===== config.mk =====
export PLATFORM = sky130hd
export DESIGN_NAME = alu_dispatch
export DESIGN_NICKNAME = d
export VERILOG_FILES = /design/src/rtl/alu_dispatch_pkg.sv /design/src/rtl/alu_cmd_fifo.sv /design/src/rtl/alu_dispatch.sv
export SDC_FILE = /design/constraint.sdc
export NUM_CORES = 1
export LEC_CHECK = 0
export BUFFER_PORTS_ARGS = -buffer_cell sky130_fd_sc_hd__buf_2
export CORE_ASPECT_RATIO = 0.9
export CORE_UTILIZATION = 52
export DETAILED_ROUTE_END_ITERATION = 10
export PLACE_DENSITY = 0.7
export SYNTH_ARGS = -nofsm -noshare
export SYNTH_HDL_FRONTEND = slang
export SYNTH_SLANG_ARGS = --single-unit

===== constraint.sdc =====
create_clock -name clk -period 4.44 [get_ports clk]
set_input_delay 0.222 -clock clk [delete_from_list [all_inputs] [get_ports clk]]
set_output_delay 0.222 -clock clk [all_outputs]
set_load 0.05 [all_outputs]

===== src/rtl/alu_dispatch_pkg.sv =====
// Shared ALU definitions: op codes, key width and the dispatch command bundle.
// Used by alu32 and alu_dispatch.
package alu_dispatch_pkg;

  localparam int KEY_W = 8;
  localparam logic [KEY_W-1:0] KEY_NULL = '0;

  localparam logic [7:0] OP_ADD = 8'h01;
  localparam logic [7:0] OP_SUB = 8'h02;
  localparam logic [7:0] OP_MUL = 8'h03;

  typedef struct packed {
    logic [7:0]  op;
    logic [31:0] a;
    logic [31:0] b;
  } cmd_t;

  typedef enum logic [1:0] {
    IDLE = 2'd0,
    WAIT = 2'd1,
    DONE = 2'd2
  } state_t;

  // KEY_NULL is what alu32 reports when idle, so it is skipped on wrap.
  function automatic logic [KEY_W-1:0] nextKey(input logic [KEY_W-1:0] k);
    return (k == '1) ? KEY_W'(1) : k + KEY_W'(1);
  endfunction

endpackage


===== src/rtl/alu_cmd_fifo.sv =====
// Command queue for alu_dispatch: 72-bit entries, first-word-fall-through.
// Sync reset and flush share the pointer clear.
module alu_cmd_fifo
  import alu_dispatch_pkg::*;
#(
  parameter int DEPTH = 4
) (
  input  logic clk,
  input  logic rst,
  input  logic clr,
  input  logic push,
  input  logic pop,
  input  cmd_t din,
  output cmd_t dout,
  output logic full,
  output logic empty
);

  localparam int AW = $clog2(DEPTH);

  cmd_t mem [DEPTH];
  logic [AW:0] wPtr;
  logic [AW:0] rPtr;

  assign empty = (wPtr == rPtr);
  assign full  = (wPtr[AW] != rPtr[AW]) &&
                 (wPtr[AW-1:0] == rPtr[AW-1:0]);
  assign dout  = mem[rPtr[AW-1:0]];

  always_ff @(posedge clk) begin
    if (rst || clr) begin
      wPtr <= '0;
      rPtr <= '0;
    end else begin
      if (push && !full) begin
        mem[wPtr[AW-1:0]] <= din;
        wPtr <= wPtr + (AW+1)'(1);
      end
      if (pop && !empty) begin
        rPtr <= rPtr + (AW+1)'(1);
      end
    end
  end

endmodule


===== src/rtl/alu_dispatch.sv =====
// Queues ALU commands and issues them one at a time to alu32, matching
// results by key and aborting commands that never come back.
module alu_dispatch
  import alu_dispatch_pkg::*;
#(
  parameter int DEPTH   = 4,
  parameter int TIMEOUT = 15
) (
  input  logic             clk,
  input  logic             rst,
  input  logic             clr,
  input  logic             cmd_valid,
  output logic             cmd_ready,
  input  logic [7:0]       cmd_op,
  input  logic [31:0]      cmd_a,
  input  logic [31:0]      cmd_b,
  output logic             res_valid,
  input  logic             res_ready,
  output logic [31:0]      res_data,
  output logic             res_err,
  output logic             alu_en,
  output logic             alu_clr,
  output logic [KEY_W-1:0] alu_key,
  output logic [7:0]       alu_op,
  output logic [31:0]      alu_a,
  output logic [31:0]      alu_b,
  input  logic [KEY_W-1:0] alu_key_out,
  input  logic [31:0]      alu_out,
  output logic             busy
);

  state_t     state;
  logic [7:0] tmo;
  logic       full;
  logic       empty;
  logic       push;
  logic       pop;
  cmd_t       head;
  cmd_t       din;

  assign din       = '{op: cmd_op, a: cmd_a, b: cmd_b};
  assign cmd_ready = !full;
  assign push      = cmd_valid && cmd_ready;
  assign pop       = (state == IDLE) && !empty && !clr;
  assign res_valid = (state == DONE);
  assign busy      = (state != IDLE) || !empty;

  alu_cmd_fifo #(
    .DEPTH(DEPTH)
  ) u_fifo (
    .clk  (clk),
    .rst  (rst),
    .clr  (clr),
    .push (push),
    .pop  (pop),
    .din  (din),
    .dout (head),
    .full (full),
    .empty(empty)
  );

  always_ff @(posedge clk) begin
    if (rst) begin
      state    <= IDLE;
      tmo      <= '0;
      res_data <= '0;
      res_err  <= 1'b0;
      alu_en   <= 1'b0;
      alu_clr  <= 1'b0;
      alu_key  <= KEY_NULL;
      alu_op   <= '0;
      alu_a    <= '0;
      alu_b    <= '0;
    end else if (clr) begin
      state    <= IDLE;
      tmo      <= '0;
      res_data <= '0;
      res_err  <= 1'b0;
      alu_en   <= 1'b0;
      alu_clr  <= 1'b1;
    end else begin
      alu_clr <= 1'b0;
      unique case (state)
        IDLE: begin
          if (!empty) begin
            alu_op  <= head.op;
            alu_a   <= head.a;
            alu_b   <= head.b;
            alu_key <= nextKey(alu_key);
            alu_en  <= 1'b1;
            tmo     <= '0;
            state   <= WAIT;
          end
        end
        WAIT: begin
          // A match wins even on the cycle the timeout would fire.
          if (alu_key_out == alu_key) begin
            res_data <= alu_out;
            res_err  <= 1'b0;
            alu_en   <= 1'b0;
            state    <= DONE;
          end else if (tmo >= 8'(TIMEOUT - 1)) begin
            res_data <= '0;
            res_err  <= 1'b1;
            alu_en   <= 1'b0;
            alu_clr  <= 1'b1;
            tmo      <= tmo + 8'd1;
            state    <= DONE;
          end else begin
            tmo <= tmo + 8'd1;
          end
        end
        DONE: begin
          if (res_ready) begin
            state <= IDLE;
          end
        end
        default: state <= IDLE;
      endcase
    end
  end

endmodule


Word level (Yosys, flattened, before mapping). Memory sizes are Yosys's and may differ from the RTL's. A register that Yosys moved wholly into a read port is not among the register bits. Cells that the tools add are included.

Memories: 1. Output and inout port bits: 118. Logic and storage cells: 73. Bits in writable memories: 288. Register bits after elaboration: 59.

Memory list: u_fifo.mem (words 4, bits a word 72, read ports 1, clocked after Yosys merged registers in 1, write ports 1, RTL line alu_cmd_fifo.sv:21) `cmd_t mem [DEPTH];`.

Muxes and demuxes: 24. Reduce and logical (&&, ||, !) cells: 21. Equal/unequal tests: 11. $lt $le $gt $ge: 1. Bitwise logic cells: 2. Add/subtract/negate cells: 4.

Operator list (count): $mux 32 (2); $mux 8 (3); $add 8x1->8 const B (2); $pmux 8 s2 (1); $mux 1 (12); $reduce_and 3->1 (4); $eq 8x8->1 (1); $eq 8x8->1 const B (1); $ge 8x4->1 const B (1); $mux 2 (4); $add 3x1->3 const B (2); $logic_and 1x1->1 (6); $pmux 2 s3 (1); $reduce_bool 2->1 (3); $ne 2x2->1 const B (2); $eq 3x3->1 (1); $logic_not 1->1 (3); $ne 3x3->1 const B (1); $eq 2x1->1 const B (1); $eq 2x2->1 (1); $eq 2x2->1 const B (1); $logic_not 2->1 (1); $logic_or 1x1->1 (2); $ne 2x1->1 const B (1); other kinds (5) (6).

Depth between registers and ports, before layout. Gate-level depths: netlist of run 1.

Depth after elaboration: 8. Mapped depth: 8.

Modules after synthesis. From an unflattened synthesis of run 1, not the netlist that was laid out.

Cell total of the unflattened synthesis: 1041. Area, all modules: 15880.2 um2.

Modules (own cells, without submodules): alu_cmd_fifo (sequential area each 8808.4 um2, area each 10931.7 um2, cells an instance 444, instances 1); alu_dispatch (sequential area each 2502.4 um2, area each 4948.5 um2, cells an instance 597, instances 1).

Worst setup path before layout of run 1. Ideal clock, no wire load.

Path kind: reg2reg. From: register u_fifo.rPtr[0]. To: memory u_fifo.mem[0][0] (netlist name), enable pin. Stages on the path, launching flop included: 5. Path slack: 1.114 ns. Period minus slack after synthesis: 3.326 ns. Data arrival time: 2.888 ns. Cells stage by stage: dfxtp_1 > buf_2 > xnor2_1 > a31oi_1 > and3_1.

Word-level cells in the longest chain between the ends: 8.

RTL lines: from (decl) (RTL line alu_cmd_fifo.sv:23) `logic [AW:0] rPtr;`; from (signal assigned) (RTL line alu_cmd_fifo.sv:40) `rPtr <= rPtr + (AW+1)'(1);`; $eq 2x2->1 (*) (RTL line alu_cmd_fifo.sv:27) `(wPtr[AW-1:0] == rPtr[AW-1:0]);`; $logic_and 1x1->1 (*) (RTL line alu_cmd_fifo.sv:26) `assign full = (wPtr[AW] != rPtr[AW]) &&`; $logic_not 1->1 (*) (RTL line alu_cmd_fifo.sv:35, alu_dispatch.sv:42); $logic_and 1x1->1 (RTL line alu_dispatch.sv:43) `assign push = cmd_valid && cmd_ready;`; $logic_and 1x1->1 (*) (RTL line alu_cmd_fifo.sv:35) `if (push && !full) begin`; $mux 1 (*) (RTL line alu_cmd_fifo.sv:35); $mux 1 (*) (RTL line alu_cmd_fifo.sv:31) `if (rst || clr) begin`; $mux 1 (not written as such) (*) (RTL line alu_cmd_fifo.sv:36) `mem[wPtr[AW-1:0]] <= din;`; to (decl) (RTL line alu_cmd_fifo.sv:21).

Mark *: on every way between the ends. The rest lies on a longest branch, timed or not.

Worst setup path in the final report of run 1.
From: register u_fifo.wPtr[2]. To: memory u_fifo.mem[2][70] (netlist name), enable pin.

Word-level cells in the longest chain between the ends: 8.

RTL lines: from (decl) (RTL line alu_cmd_fifo.sv:22) `logic [AW:0] wPtr;`; from (signal assigned) (RTL line alu_cmd_fifo.sv:37) `wPtr <= wPtr + (AW+1)'(1);`; $ne 1x1->1 (*) (RTL line alu_cmd_fifo.sv:26); $logic_and 1x1->1 (*) (RTL line alu_cmd_fifo.sv:26); $logic_not 1->1 (*) (RTL line alu_cmd_fifo.sv:35, alu_dispatch.sv:42); $logic_and 1x1->1 (RTL line alu_dispatch.sv:43); $logic_and 1x1->1 (*) (RTL line alu_cmd_fifo.sv:35); $mux 1 (*) (RTL line alu_cmd_fifo.sv:35); $mux 1 (*) (RTL line alu_cmd_fifo.sv:31); $mux 1 (not written as such) (*) (RTL line alu_cmd_fifo.sv:36).

Marks and branches as above.

==> metrics.csv, run 1 <==
metric;value;unit
outcome;finished, final reports clean;
All-Layer GR Usage;21.6;%
Clk pwr share;41.0;%
initial core utilization;53.2;%
Final setup viols;0;
grt total ovfl;0;
DP Worst Slack;1.67;ns
Unique masters post-synth;43;
max-slew violations;0;
multiplexer area fraction after synthesis;10.5;%
drt total wl;32900;um
fill count;2036;
fin worst setup slack;1.75;ns
Layout Skew;0.0246;ns
hold slack;0.0300;ns
DRC;0;
area grow syn2layout;25.7;%
crit path max fanout;48;
number of global-route vias before repair;9329;
die area;30400;sq um
minimum clock period;2.69;ns
f_max;372;MHz
RSZ-0062 raised after global routing;false;
chip height;165;um
RR Startpoint;u_fifo.wPtr[2]$_SDFFE_PP0N_;
critical path's largest stage delay;0.82;ns
largest net degree at the start of global routing;81;
CP Class;flip-flop to flip-flop;
CP Capture Type;flip-flop;
Via density;5.32;
Switching Fraction;22.0;%
leakage;6.96;nW
DP Wirelength;18800;um
NetSw;1.84;mW
cells along the critical path;xor2_1 -> a31oi_1 -> and3_4 -> buf_4;
Internal;6.53;mW
Slowest-stage cell, CP;and3_4;
Die X;184;um
Post-Synth Simple-Gate Area;7.83;%
WP buf/inv;1;
routed via count;9449;
type of the most critical hold path;input pin to flip-flop;
CORE AREA;29000;sq um
Worst Hold Endpoint;res_data[11]$_SDFFE_PP0P_;
worst-case clock buffer depth;3;
Clock transition at path regs;0.06;ns
Critical Path Source Type;flip-flop;
FFs w/ async S/R, synth;0;%
Post-synth top flop;edfxtp_1;
Req. time, crit path;4.66;ns
TritonCTS clock tree;done;
non-filler cells, final;1777;
IO Port Bufs;234;
clock sink count;419;
Worst Tran Pin Value;1.13;ns
Nets;1470;
Reg-to-Reg End;u_fifo.mem[2][70]$_DFFE_PP_;
Util after Layout;66.9;%
cells after synthesis;1006;
depth of the CTS H-tree;2;
reg2reg setup slack;1.75;ns
placed inst area;17000;sq um
Final period util;60.6;%
reg2reg path depth;4;
worst skew pair latency;0.53;ns
total power;8.37;mW
post-route cell area;19400;sq um
Yosys warning count;0;
pwr dens;431;nW/um^2
Final Hold Viols;0;
routability cong.;0.755;
setup tns final;0;ns
TritonRoute pass-1 iters;5;
Cells after DPL;1595;
max_slew headroom;24.6;%
CP arrival;2.91;ns
worst vdd ir;364;uV
Comb pwr share;8.0;%
synthesized area;15400;sq um
Num CTS Buffers;42;
mean area per synthesized cell;15.3;sq um
Detailed Route Iter0 Violations;577;
post-synthesis compound-gate area fraction;4.85;%
HP Start;alu_out[11];
syn_nets;1131;
register share of total power;51.0;%
sequential-to-total area share from yosys stat;73.0;%
Cell Rows;59;
first-pass GRT wire length;50000;um
largest family of logic cells by synthesized area;multiplexers;
FF+latch count, synth;419;
IO Count;235;
maximum capacitance violations;0;
XOR/XNOR Fraction of Synth Area;1.25;%
CTS Root Cell;clkbuf_16;
hold path cells;3;
initial antenna violation count;4;
Worst path top cell family by delay;simple AND/OR/NAND/NOR gates;
layout cells sized above 1;28.9;%
Post-Synth Adder-Cell Area;0.648;%
Post-synth EDFFs;288;
Antenna Nets Post-Route;0;
wire per inst;18.5;um
cells in the mapped netlist, types with 2 or more instances:
| cell | count | area (sq um) |
|---|---|---|
| ha_1 | 8 | 100 |
| or4_1 | 6 | 45.0 |
| nor2_1 | 19 | 71.3 |
| nand4_1 | 4 | 25.0 |
| xor2_1 | 17 | 149 |
| o211ai_1 | 4 | 30.0 |
| clkbuf_1 | 26 | 97.6 |
| dfxtp_1 | 131 | 2620 |
| o21ai_0 | 37 | 185 |
| nand3_1 | 42 | 210 |
| a21oi_1 | 81 | 405 |
| buf_1 | 2 | 7.51 |
| buf_4 | 3 | 22.5 |
| nor4_1 | 3 | 18.8 |
| xnor2_1 | 5 | 43.8 |
| nor3_1 | 4 | 20.0 |
| edfxtp_1 | 288 | 8650 |
| and3_1 | 5 | 31.3 |
| inv_1 | 8 | 30.0 |
| o41ai_1 | 2 | 17.5 |
| or3_1 | 3 | 18.8 |
| mux4_2 | 72 | 1620 |
| nand2_1 | 192 | 721 |
| buf_2 | 25 | 125 |
placed cells by master (no fill, tap or decap), types with 12 or more instances in the layout:
| cell | netlist | final |
|---|---|---|
| mux4_2 | 72 | 72 |
| buf_4 | 3 | 16 |
| clkbuf_1 | 26 | 12 |
| dlygate4sd3_1 | 0 | 102 |
| nand2_1 | 192 | 192 |
| clkbuf_16 | 0 | 43 |
| xor2_1 | 17 | 17 |
| a21oi_1 | 81 | 80 |
| o21ai_0 | 37 | 37 |
| dfxtp_1 | 131 | 129 |
| nor2_1 | 19 | 18 |
| nand3_1 | 42 | 41 |
| edfxtp_1 | 288 | 288 |
| buf_2 | 25 | 233 |
power by group through the flow:
stage	sequential [mW]	combinational, mW	clock [mW]
detailed placement	4.36	0.599	0
global route	4.28	0.717	3.64
global placement	4.35	0.592	0
finish	4.27	0.668	3.43
floorplan	4.49	0.267	0
CTS	4.27	0.673	3.49
tightest hold or removal path: stages:
cell and delay [ns]:
buf_2 0.10, nand2_1 0.09, o21ai_0 0.08
logic make-up after synthesis:
logic type | count (synthesis)
mux | 72
buf+inv | 65
fa+ha+maj | 8
compound gates | 135
simple gates | 285
xor+xnor | 22
flops | 419
layer usage:
layer / GRT usage, % / vias to the layer above / routed length, um
met4: 5.64 / 2 / 550
met2: 37.5 / 332 / 16200
met1: 27.6 / 4617 / 13700
met3: 4.71 / 45 / 2380
met5: 0 / - / 12
li1: - / 4453 / -
worst max path at each step:
stage,from,slack (ns),cells past startpoint,end
after floorplan,u_fifo.rPtr[0]$_SDFFE_PP0P_,1.11,4,u_fifo.mem[0][0]$_DFFE_PP_
after global placement,u_fifo.rPtr[0]$_SDFFE_PP0P_,1.72,5,alu_b[26]$_SDFFE_PP0P_
after detailed placement,u_fifo.rPtr[0]$_SDFFE_PP0P_,1.67,5,alu_b[24]$_SDFFE_PP0P_
after CTS,u_fifo.rPtr[0]$_SDFFE_PP0P_,1.67,5,alu_b[21]$_SDFFE_PP0P_
after global routing,alu_key[2]$_SDFFE_PP0P_,1.47,5,res_data[30]$_SDFFE_PP0P_
final,u_fifo.wPtr[2]$_SDFFE_PP0N_,1.75,4,u_fifo.mem[2][70]$_DFFE_PP_
timing repair:
| item | 4_1_cts | 5_1_grt |
|---|---|---|
| gates resized for setup | 0 | 0 |
| hold endpoints to repair | 318 | 0 |
| hold buffers | 102 | 0 |
| setup buffers | 0 | 0 |
sequential cells by signal, summed over array words and instances (netlist names):
signal / flops
alu_a: 32
alu_b: 32
alu_clr: 1
alu_en: 1
alu_key: 8
alu_op: 8
res_data: 32
res_err: 1
state: 2
tmo: 8
u_fifo.mem: 288
u_fifo.rPtr: 3
u_fifo.wPtr: 3
layout make-up:
cell class / count / area [sq um] / area share, %
Inverter: 8 / 30.0 / 0.155
Antenna cell: 3 / 7.51 / 0.0387
Multi-Input combinational cell: 522 / 3920 / 20.2
Tap cell: 396 / 495 / 2.55
Sequential cell: 419 / 11300 / 58.1
Clock buffer: 60 / 1190 / 6.13
Clock inverter: 17 / 158 / 0.812
Timing Repair Buffer: 352 / 2330 / 12.0
Power figures use the tool's default switching activity.
==> inputs of run 2 (changes only) <==
--- a/config.mk
+++ b/config.mk
@@ -5,6 +5,7 @@
 export SDC_FILE = /design/constraint.sdc
 export NUM_CORES = 1
 export LEC_CHECK = 0
+export ABC_AREA = 1
 export BUFFER_PORTS_ARGS = -buffer_cell sky130_fd_sc_hd__buf_2
 export CORE_ASPECT_RATIO = 0.9
 export CORE_UTILIZATION = 52
==> constraint.sdc (replaced) <==
create_clock -name clk -period 2.48 [get_ports clk]
set_input_delay 0.124 -clock clk [delete_from_list [all_inputs] [get_ports clk]]
set_output_delay 0.124 -clock clk [all_outputs]
set_load 0.05 [all_outputs]
==> run 2 against run 1 <==
Against the previous run: final cell count is 21% higher; clock-buffer cell count is 1 higher; synthesized cell count is 37% higher; first-iteration DRC count is 62% higher; clock power is 86% higher; highest routed layer is now met4; total power is 85% higher; routed wire length is 13% higher; register-to-register slack worse by 1.3 ns; hold slack better by 0.019 ns.
==> metrics.csv, run 2 <==
metric;value;unit;change
Cell Rows;60;;was 59
type of the most critical hold path;input pin to flip-flop;;unchanged
CP Class;flip-flop to flip-flop;;unchanged
area leader, netlist;edfxtp_1;;unchanged
Reg-to-Reg End;alu_a[26]$_SDFFE_PP0P_;;was u_fifo.mem[2][70]$_DFFE_PP_
Nets;1841;;was 1470
uppermost layer routed;met4;;was met5
CTS Root Cell;clkbuf_16;;unchanged
Antenna Nets Post-Route;0;;unchanged
CP arrival;2.47;ns;was 2.91 ns
Post-synth EDFFs;288;;unchanged
Unique masters post-synth;30;;was 43
syn_nets;1507;;was 1131
chip height;168;um;was 165 um
Via density;5.32;;about the same
CP Capture Type;flip-flop;;unchanged
depth of the CTS H-tree;2;;unchanged
pwr dens;775;nW/um^2;was 431 nW/um^2
Clock transition at path regs;0.06;ns;about the same
mean area per synthesized cell;11.5;sq um;was 15.3 sq um
TritonCTS clock tree;done;;unchanged
HP Start;clr;;was alu_out[11]
max_slew headroom;48.1;%;was 24.6%
WL met1;16500;um;was 13700 um
Worst Hold Endpoint;alu_clr$_SDFF_PP0_;;was res_data[11]$_SDFFE_PP0P_
RR Startpoint;u_fifo.wPtr[1]$_SDFFE_PP0N_;;was u_fifo.wPtr[2]$_SDFFE_PP0N_
Final setup viols;0;;unchanged
sequential-to-total area share from yosys stat;71.0;%;was 73.0%
Critical Path Source Type;flip-flop;;unchanged
maximum capacitance violations;0;;unchanged
crit path max fanout;25;;was 48
worst-case clock buffer depth;3;;unchanged
wire per inst;17.2;um;was 18.5 um
f_max;493;MHz;was 372 MHz
Post-synth top flop;edfxtp_1;;unchanged
initial antenna violation count;2;;was 4
number of global-route vias before repair;11200;;was 9329
setup tns final;0;ns;unchanged
Layout Skew;0.0218;ns;was 0.0246 ns
initial core utilization;53.0;%;was 53.2%
routed via count;11500;;was 9449
reg2reg path depth;8;;was 4
first-pass GRT wire length;57700;um;was 50000 um
FFs w/ async S/R, synth;0;%;unchanged
area share of the largest cell type after synthesis;54.5;%;was 56.0%
synthesized area;15900;sq um;was 15400 sq um
cells after synthesis;1382;;was 1006
RSZ-0062 raised after global routing;false;;unchanged
leakage;7.41;nW;was 6.96 nW
IO Port Bufs;234;;unchanged
clock sink count;419;;unchanged
post-cts sizing count;0;;unchanged
reg2reg setup slack;0.45;ns;was 1.75 ns
most frequent cell after synthesis;edfxtp_1;;unchanged
outcome;finished, final reports clean;;unchanged
fill count;2231;;was 2036
TritonRoute pass-1 iters;5;;unchanged
CORE AREA;30000;sq um;was 29000 sq um
largest net degree at the start of global routing;78;;was 81
most common library cell in the layout ignoring fill and taps;edfxtp_1;;unchanged
DP Wirelength;20700;um;was 18800 um
WL met2;17400;um;was 16200 um
layout cells sized above 1;20.1;%;was 28.9%
DRC;0;;unchanged
Worst Tran Pin Value;0.778;ns;was 1.13 ns
Detailed Route Iter0 Violations;934;;was 577
worst vdd ir;678;uV;was 364 uV
FF+latch count, synth;419;;unchanged
IO Count;235;;unchanged
minimum clock period;2.03;ns;was 2.69 ns
drt total wl;37000;um;was 32900 um
Yosys warning count;0;;unchanged
Die X;186;um;was 184 um
Final Hold Viols;0;;unchanged
max-slew violations;0;;unchanged
Req. time, crit path;2.92;ns;was 4.66 ns
Post-synth top cells;edfxtp_1, nand2_1, nor2_1;;was edfxtp_1, nand2_1, dfxtp_1
Final period util;81.7;%;was 60.6%
Num CTS Buffers;42;;unchanged
All-Layer GR Usage;23.6;%;was 21.6%
Synth area leaders;edfxtp_1, dfxtp_1, nand2_1;;was edfxtp_1, dfxtp_1, mux4_2
worst skew pair latency;0.54;ns;was 0.53 ns
max reg flops;288;;unchanged
hold path cells;3;;unchanged
area grow syn2layout;25.9;%;was 25.7%
routability cong.;0.795;;was 0.755
grt total ovfl;0;;unchanged
routed length on met3;2600;um;was 2380 um
hold slack;0.0490;ns;was 0.0300 ns
die area;31200;sq um;was 30400 sq um
most frequent cells in the layout;edfxtp_1, nand2_1, buf_2;;was edfxtp_1, buf_2, nand2_1
## run 2: cell count changes after synthesis, sizes merged, moves of 6 or more
cell,previous run,this run
o22ai,0,72
inv,8,30
clkbuf,26,47
xor2,17,10
a21oi,81,129
nor2,19,173
nand3,42,17
or4,6,0
o21ai,39,150
nand2,193,271
mux4,72,0
## run 2: kinds of logic after synthesis
family	share of synthesized area (%)
xor+xnor	1.17
simple gates	11.6
fa+ha+maj	0.631
flops	71.0
compound gates	11.7
buf+inv	3.84
## run 2: final cells by class
cell class | instances | area [sq um] | share of cell area (%)
clock buffer | 61 | 1200 | 6.02
clock inverter | 16 | 210 | 1.05
antenna | 2 | 5.00 | 0.0250
tap | 403 | 504 | 2.52
inverter | 33 | 126 | 0.632
sequential | 419 | 11300 | 56.4
multi-input combinational | 847 | 4040 | 20.2
timing repair buffer | 373 | 2620 | 13.1
## run 2: layer usage
metal | vias to the layer above | track usage (%)
li1 | 5516 | -
met5 | - | 0
met1 | 5504 | 32.7
met2 | 394 | 38.9
met4 | 0 | 5.38
met3 | 50 | 4.07
## run 2: worst max-delay path by stage
stage               slack [ns]                          end                        start
floorplan                -0.42   u_fifo.mem[0][0]$_DFFE_PP_  u_fifo.rPtr[0]$_SDFFE_PP0P_
global placement          0.56  u_fifo.mem[1][21]$_DFFE_PP_  u_fifo.wPtr[2]$_SDFFE_PP0N_
detailed placement        0.47       alu_a[31]$_SDFFE_PP0P_  u_fifo.wPtr[1]$_SDFFE_PP0N_
CTS                       0.46       alu_a[31]$_SDFFE_PP0P_  u_fifo.wPtr[1]$_SDFFE_PP0N_
global route              0.27    res_data[23]$_SDFFE_PP0P_          tmo[0]$_SDFFE_PP0P_
finish                    0.45       alu_a[26]$_SDFFE_PP0P_  u_fifo.wPtr[1]$_SDFFE_PP0N_
## run 2: report_power, final
group	total (mW)	leakage, nW	switching [mW]	internal, mW
clock	6.39	0.683	2.58	3.82
combinational	1.43	3.07	0.972	0.461
sequential	7.67	3.66	0.0674	7.61
total	15.5	7.41	3.62	11.9
## run 2: what timing repair did
| action | CTS | global route |
|---|---|---|
| setup buffers | 0 | 0 |
| hold buffers | 107 | 0 |
| endpoints found under the hold margin | 341 | 0 |
## run 2: per-stage QoR
step | instances | setup slack (ns) | util (%) | area, sq um | power (mW)
6_report | 2154 | 0.453 | 66.7 | 20000 | 15.5
3_3_place_gp | 1968 | 0.558 | 58.4 | 17500 | 9.09
4_1_cts | 2152 | 0.464 | 66.7 | 20000 | 15.6
2_1_floorplan | 1382 | -0.418 | - | 15900 | 8.69
5_1_grt | 2153 | 0.266 | 66.7 | 20000 | 16.0
3_5_place_dp | 1968 | 0.474 | 58.4 | 17500 | 9.11
## run 2: worst max-delay path, stage by stage, from the launching register on
cell	delay, ns
dfxtp_1	0.35
xnor2_1	0.31
nand3_2	0.14
nand2_4	0.20
inv_2	0.09
nand2_4	0.29
buf_4	0.30
nand2_1	0.10
a21oi_1	0.15
